$ cat config.mk
export PLATFORM = sky130hd
export DESIGN_NAME = seq_det_ctrl
export DESIGN_NICKNAME = d
export VERILOG_FILES = /design/src/rtl/seq_det_ctrl.sv
export SDC_FILE = /design/constraint.sdc
export NUM_CORES = 1
export LEC_CHECK = 0
export BUFFER_PORTS_ARGS = -buffer_cell sky130_fd_sc_hd__buf_2
export CORE_ASPECT_RATIO = 1.25
export CORE_MARGIN = 1
export CORE_UTILIZATION = 41
export DETAILED_ROUTE_END_ITERATION = 8
export GPL_ROUTABILITY_DRIVEN = 0
export PLACE_DENSITY = 0.63
export SKIP_LAST_GASP = 1
export SYNTH_ARGS = -nofsm -noshare
export SYNTH_HDL_FRONTEND = slang
export SYNTH_SLANG_ARGS = --single-unit
$ cat constraint.sdc
create_clock -name clk -period 2.15 [get_ports clk]
set_input_delay 0.1075 -clock clk [delete_from_list [all_inputs] [get_ports clk]]
set_output_delay 0.1075 -clock clk [all_outputs]
set_load 0.01 [all_outputs]
$ cat src/rtl/seq_det_ctrl.sv
// Purpose: accepts parallel words, serializes them MSB-first and runs a programmable
//          PAT_LEN-bit Mealy pattern match with overlap/non-overlap modes and a saturating match counter.
// Latency: first ser_valid 1 cycle after the accepting edge; y and match_count update on the edge consuming the bit;
//          one word every WIDTH+2 cycles.
// Backpressure: in_ready is high only in IDLE; no word is taken while shifting or completing a word.
module seq_det_ctrl #(
  parameter int unsigned        WIDTH   = 8,
  parameter int unsigned        PAT_LEN = 4,
  parameter int unsigned        CNT_W   = 8,
  parameter logic [PAT_LEN-1:0] RST_PAT = 4'b0001
) (
  input  logic               clk,
  input  logic               reset,
  input  logic               cfg_we,
  input  logic [PAT_LEN-1:0] cfg_pattern,
  input  logic               cfg_overlap,
  input  logic               cnt_clr,
  input  logic               in_valid,
  input  logic [WIDTH-1:0]   in_data,
  output logic               in_ready,
  output logic               ser_bit,
  output logic               ser_valid,
  output logic               y,
  output logic [CNT_W-1:0]   match_count,
  output logic               sat,
  output logic               word_done,
  output logic               busy
);

  // Bit counter spans 0..WIDTH-1; history counter spans 0..PAT_LEN.
  localparam int unsigned BC_W = (WIDTH > 2) ? $clog2(WIDTH) : 1;
  localparam int unsigned HC_W = $clog2(PAT_LEN + 1);

  localparam logic [BC_W-1:0]  LAST_BIT = BC_W'(WIDTH - 1);
  localparam logic [HC_W-1:0]  HC_ARMED = HC_W'(PAT_LEN - 1);
  localparam logic [HC_W-1:0]  HC_FULL  = HC_W'(PAT_LEN);
  localparam logic [CNT_W-1:0] CNT_MAX  = '1;

  typedef enum logic [1:0] {
    S_IDLE  = 2'd0,
    S_SHIFT = 2'd1,
    S_DONE  = 2'd2
  } state_e;

  state_e state_q, state_d;

  // Serializer datapath
  logic [WIDTH-1:0] shreg_q, shreg_d;
  logic [BC_W-1:0]  bitcnt_q, bitcnt_d;

  // Match configuration and stream history
  logic [PAT_LEN-1:0] pattern_q, pattern_d;
  logic               overlap_q, overlap_d;
  logic [PAT_LEN-1:0] history_q, history_d;
  logic [HC_W-1:0]    hist_cnt_q, hist_cnt_d;

  // Match reporting
  logic             y_q, y_d;
  logic [CNT_W-1:0] cnt_q, cnt_d;
  logic             sat_q, sat_d;

  // Shared decode of the current cycle
  logic               accept;
  logic               cfg_take;
  logic               shift_en;
  logic               cur_bit;
  logic [PAT_LEN-1:0] cand;
  logic               match;

  assign accept   = (state_q == S_IDLE) && in_valid;
  // A config write loses to a word accepted in the same cycle and is dropped, not queued.
  assign cfg_take = (state_q == S_IDLE) && !in_valid && cfg_we;
  assign shift_en = (state_q == S_SHIFT);
  assign cur_bit  = shreg_q[WIDTH-1];
  // Candidate window: the PAT_LEN-1 most recent bits plus the bit on the wire now.
  assign cand     = {history_q[PAT_LEN-2:0], cur_bit};
  assign match    = shift_en && (hist_cnt_q >= HC_ARMED) && (cand == pattern_q);

  // State register
  always_ff @(posedge clk or negedge reset) begin
    if (!reset) begin
      state_q <= S_IDLE;
    end else begin
      state_q <= state_d;
    end
  end

  // Next-state logic: IDLE -> SHIFT on accept, SHIFT -> DONE after the last bit, DONE -> IDLE
  always_comb begin
    state_d = state_q;
    case (state_q)
      S_IDLE: begin
        if (in_valid) begin
          state_d = S_SHIFT;
        end
      end
      S_SHIFT: begin
        if (bitcnt_q == LAST_BIT) begin
          state_d = S_DONE;
        end
      end
      S_DONE: begin
        state_d = S_IDLE;
      end
      default: begin
        state_d = S_IDLE;
      end
    endcase
  end

  // Output decode from the current state
  always_comb begin
    in_ready  = 1'b0;
    ser_valid = 1'b0;
    ser_bit   = 1'b0;
    word_done = 1'b0;
    busy      = 1'b0;
    case (state_q)
      S_IDLE: begin
        in_ready = 1'b1;
      end
      S_SHIFT: begin
        ser_valid = 1'b1;
        ser_bit   = cur_bit;
        busy      = 1'b1;
      end
      S_DONE: begin
        word_done = 1'b1;
        busy      = 1'b1;
      end
      default: begin
        in_ready = 1'b0;
      end
    endcase
  end

  assign y           = y_q;
  assign match_count = cnt_q;
  assign sat         = sat_q;

  // Serializer: load on accept, shift left one bit per SHIFT cycle
  always_comb begin
    shreg_d  = shreg_q;
    bitcnt_d = bitcnt_q;
    if (accept) begin
      shreg_d  = in_data;
      bitcnt_d = '0;
    end else if (shift_en) begin
      shreg_d  = {shreg_q[WIDTH-2:0], 1'b0};
      bitcnt_d = bitcnt_q + BC_W'(1);
    end
  end

  // Serializer registers
  always_ff @(posedge clk or negedge reset) begin
    if (!reset) begin
      shreg_q  <= '0;
      bitcnt_q <= '0;
    end else begin
      shreg_q  <= shreg_d;
      bitcnt_q <= bitcnt_d;
    end
  end

  // Matcher: config writes restart the history; shifting slides the window across word boundaries
  always_comb begin
    pattern_d  = pattern_q;
    overlap_d  = overlap_q;
    history_d  = history_q;
    hist_cnt_d = hist_cnt_q;
    y_d        = 1'b0;
    if (cfg_take) begin
      pattern_d  = cfg_pattern;
      overlap_d  = cfg_overlap;
      history_d  = '0;
      hist_cnt_d = '0;
    end else if (shift_en) begin
      history_d = cand;
      y_d       = match;
      if (match && !overlap_q) begin
        // Non-overlap: the matched bits may not be reused, so re-arm after PAT_LEN-1 fresh bits.
        hist_cnt_d = '0;
      end else if (hist_cnt_q != HC_FULL) begin
        hist_cnt_d = hist_cnt_q + HC_W'(1);
      end
    end
  end

  // Matcher registers
  always_ff @(posedge clk or negedge reset) begin
    if (!reset) begin
      pattern_q  <= RST_PAT;
      overlap_q  <= 1'b1;
      history_q  <= '0;
      hist_cnt_q <= '0;
      y_q        <= 1'b0;
    end else begin
      pattern_q  <= pattern_d;
      overlap_q  <= overlap_d;
      history_q  <= history_d;
      hist_cnt_q <= hist_cnt_d;
      y_q        <= y_d;
    end
  end

  // Saturating match counter; a clear wins over a coincident match
  always_comb begin
    cnt_d = cnt_q;
    sat_d = sat_q;
    if (cnt_clr) begin
      cnt_d = '0;
      sat_d = 1'b0;
    end else if (match && (cnt_q != CNT_MAX)) begin
      cnt_d = cnt_q + CNT_W'(1);
      if (cnt_d == CNT_MAX) begin
        sat_d = 1'b1;
      end
    end
  end

  // Counter registers
  always_ff @(posedge clk or negedge reset) begin
    if (!reset) begin
      cnt_q <= '0;
      sat_q <= 1'b0;
    end else begin
      cnt_q <= cnt_d;
      sat_q <= sat_d;
    end
  end

endmodule

After elaboration in Yosys (flattened, before gate mapping):

Index checks and enable logic that the tools add are counted.

* flip-flop bits (word level): 34
* input bits: 18

* muxes and demuxes: 25
* add/subtract/negate cells: 3
* reduce and logical (&&, ||, !) cells: 19
* equality and inequality tests: 9
* order comparisons: 1

Operator list (count)
* 8-bit 2-to-1 mux: 4
* 3-bit 2-to-1 mux: 8
* 1-bit 2-to-1 mux: 10
* 8-bit by 1-bit adder with 8-bit output (second input constant): 1
* 8-bit equality test (second input constant): 1
* 8-bit inequality test (second input constant): 1
* 2-bit nonzero test: 4
* 1-bit logical AND: 7
* 3-bit by 1-bit adder with 3-bit output (second input constant): 2
* 2-bit AND reduction: 3
* 4-bit equality test: 1
* 2-bit 2-to-1 mux: 2
* 2-bit one-hot mux with 2 select lines: 1
* 3-bit equality test (second input constant): 1
* 3-bit by 2-bit >= comparator with 1-bit output (second input constant): 1
* 3-bit inequality test (second input constant): 1
* 3-bit nonzero test: 1
* 2-bit by 1-bit equality test with 1-bit output (second input constant): 1
* 2-bit equality test (second input constant): 1
* 1-bit logical NOT: 2
* 2-bit logical NOT: 1
* 2-bit by 1-bit inequality test with 1-bit output (second input constant): 1
* 2-bit inequality test (second input constant): 1
* 2-bit OR reduction: 1

Depth between registers and ports, before layout:

* depth in word-level cells: 7
* depth in mapped cells: 8
* depth with buffers taken out: 7

Least setup slack after synthesis:

OpenSTA, ideal clock, no wires.

* path type: reg-to-reg
* from: reg hist_cnt_q[0]
* to: reg cnt_q[4] (netlist: match_count[4])
* required time: 2.025 ns
* setup slack: 0.295 ns
* path buffers: 0
* cell stages (with the launch flop): 8
* library setup time: 0.125 ns
* period minus slack after synthesis: 1.855 ns
* data arrival time: 1.730 ns
* path through: dfrtp_1 ha_1 ha_1 a211o_2 nand4_4 nor3_4 and2b_1 mux2_4

* cells in the longest elaborated chain, start to end: 5

RTL lines
* from (decl): RTL line 55 `logic [HC_W-1:0] hist_cnt_q, hist_cnt_d;`
* from (signal assigned): RTL line 201 `hist_cnt_q <= hist_cnt_d;`
* 3-bit by 2-bit >= comparator with 1-bit output: RTL line 77 `assign match = shift_en && (hist_cnt_q >= HC_ARMED) && (cand == pattern_q);`
* 1-bit logical AND (2 in series): RTL line 77
* 1-bit logical AND: RTL line 213 `end else if (match && (cnt_q != CNT_MAX)) begin`
* 2-bit nonzero test (no source line)
* to (signal assigned): RTL line 227 `cnt_q <= cnt_d;`
* to (decl): RTL line 59 `logic [CNT_W-1:0] cnt_q, cnt_d;`

Every way passes these cells.
A chain may end at the register's enable or synchronous reset.

Worst setup path after layout:

Ends and elaborated chain as after synthesis.

==> results.cfg <==
[run_status]
status = completed

[yosys]
synth_top_area_share_pct = 43.7
synth_area_sq_um = 1830
ys.warnings.count = 0
ys_seq_area_share_pct = 46.6
async_reset_ff_share_pct = 100
synth_ff_type = dfrtp_1
synth_edf_count = 0
synth_cell_types = 36
syn_avg_cell_area_sq_um = 10.1
syn_inst = 182
syn_nets = 211
yosysTopAreaCell = dfrtp_1
synth_area_leaders = dfrtp_1, ha_1, nand2_1
ys_ff_latch = 34

[worst_hold_path]
min_path_cells = 3
min_to = overlap_q
hold_path_class = input port to register
min-delay-start = cfg_overlap

[pwr]
seqPwrFrac_pct = 41.8
clockPowerShare_pct = 19.2
p_int_w = 0.00155
finalPower_w = 0.00245
peakVddDrop_mv = 0.527
p_per_area_nw_per_um2 = 1140
swShare_pct = 37.0
p_switching_w = 0.000907
pwr-share-comb_pct = 39.0
power.leakage_nw = 1.07

[timing]
slew_violations = 0
worst_pin_slew_ps = 730
fmax_ghz = 0.515
setup-tns-final_ps = 0
period_share_pct = 90.2
rsz0062_at_grt = false
period_needed_ps = 1940
setup-violations-final = 0
relSlewSlack_pct = 51.3
final_hold_viol_count = 0
finClkSkew_ps = 5.30

[grt]
grt_remaining_overflow = 0
grt_usage_pct = 16.2
grt_pass1_wl_um = 5730
grt_max_degree = 35
grt_pass1_vias = 1267
antenna_found_initial = 0

[route]
wl_um = 3240
ant_nets = 0
viasPerCell = 4.77
drt_iter0_drc = 14
drcViolationCount = 0
first_pass_iters = 4
routedWlPerCell_um = 11.8
vias = 1311

[floorplan]
io_pins = 33
rows = 26
chipHeight_um = 76.7
die_w_um = 61.8
start_util_pct = 43.6
fp.coreArea_sq_um = 4200
die_area_sq_um = 4740

[layout]
drive_gt1_share_pct = 24.2
layout_common_cells = dfrtp_1, buf_2, nand2_1
insertedDiodeCount = 0
finish.net_count = 247
final_util_pct = 51.2
syn2layout_area_growth_pct = 17.2

[placement]
numPortBuffers = 32
hpwl_um = 2350

[setup_path]
r2r_start = hist_cnt_q[0]
crit_required_ps = 2310
startpoint_type = register
cp.arrival_ps = 2110
path_max_fanout = 7
crit_type = register to register
critPathLaunch = hist_cnt_q[0]
r2r-end = match_count[4]
reg2reg_setup_slack_ps = 210
worstRegToRegCells = 7
cp-end-kind = register

[cts]
cts-root-buf = clkbuf_8
cts_buffers = 5
clk_pin_slew_ps = 60
clockBufferDepth = 2
cts_resized = 0
cts_htree_levels = 2
cts_tree = built
clock_latency_ps = 280
clkSinkCount = 34

[job]
drv_cap = 0
-- worst max-delay path, cell delays in order (launching register included) --
cell	delay, ps
dfrtp_1	420
ha_1	220
ha_1	180
a211o_2	320
nand4_4	130
nor3_4	90
and2b_1	180
mux2_4	290
-- cell type report --
type | instances | area (sq um)
clock buffers | 7 | 86.3
well taps | 56 | 70.1
clock inverters | 1 | 5.00
fillers | 413 | 2050
inverters | 9 | 33.8
multi-input cells | 133 | 911
repair buffers | 35 | 188
flip-flops and latches | 34 | 853
-- power groups by stage --
stage,clock network (W),logic (W),registers [W]
after global routing,0.000511,0.00110,0.00105
after floorplan,0,0.000784,0.00100
final,0.000472,0.000957,0.00102
after CTS,0.000491,0.000974,0.00103
after detailed placement,0,0.000967,0.00104
after global placement,0,0.000952,0.00103
-- repair_timing --
item	CTS	global route
setup buffers	0	0
endpoints found under the setup margin	0	0
hold buffers	2	0
hold endpoints to repair	33	0
-- routing by layer --
| layer | GRT usage (%) | vias up | part of all wire (%) |
|---|---|---|---|
| met4 | 7.33 | 0 | 1.6 |
| met5 | 0 | - | 0 |
| met2 | 25.2 | 24 | 48 |
| met1 | 21.1 | 609 | 47 |
| met3 | 3.54 | 5 | 3.1 |
| li1 | - | 673 | - |
-- how the worst max path moves through the flow --
stage	endpoint	slack [ps]
2_1_floorplan	match_count[4]	290
3_3_place_gp	match_count[4]	250
3_5_place_dp	match_count[4]	220
4_1_cts	match_count[4]	210
5_1_grt	match_count[4]	110
6_report	match_count[4]	210
-- flip-flops by register name, summed over array words and instances (netlist names) --
name         count
match_count      8
shreg_q          8
pattern_q        4
bitcnt_q         3
hist_cnt_q       3
history_q        3
state_q          2
overlap_q        1
sat              1
y                1
-- kinds of logic (layout without fill, tap and decap cells) --
group	after synthesis	in the layout	synth area share, %
simple gates	72	72	20.1
flops	34	34	46.6
compound gates	25	25	7.92
buf+inv	15	52	3.69
mux	13	13	7.65
xor+xnor	12	12	6.56
fa+ha+maj	11	11	7.51
-- metrics by stage --
step | cells | worst slack, ps | hold WS (ps) | instance area, sq um
3_5_place_dp | 265 | 224 | 217 | 2040
5_1_grt | 275 | 108 | 21.7 | 2150
4_1_cts | 275 | 210 | 0.0685 | 2150
3_3_place_gp | 265 | 251 | 223 | 2040
6_report | 275 | 210 | 7.02 | 2150
2_1_floorplan | 182 | 295 | -188 | 1830
-- synthesized netlist by cell type, types with 2 or more instances --
master	number
dfrtp_1	32
nand2_1	31
nor2_1	19
o21ai_0	13
ha_1	11
mux2i_1	11
inv_1	9
xnor2_1	8
a21oi_1	6
nor2b_1	5
clkbuf_1	4
and2_1	3
dfstp_2	2
mux2_4	2
nor3_1	2
nor3_4	2
xnor2_2	2
xor2_1	2
No activity file was read; power rests on OpenSTA's default activity.
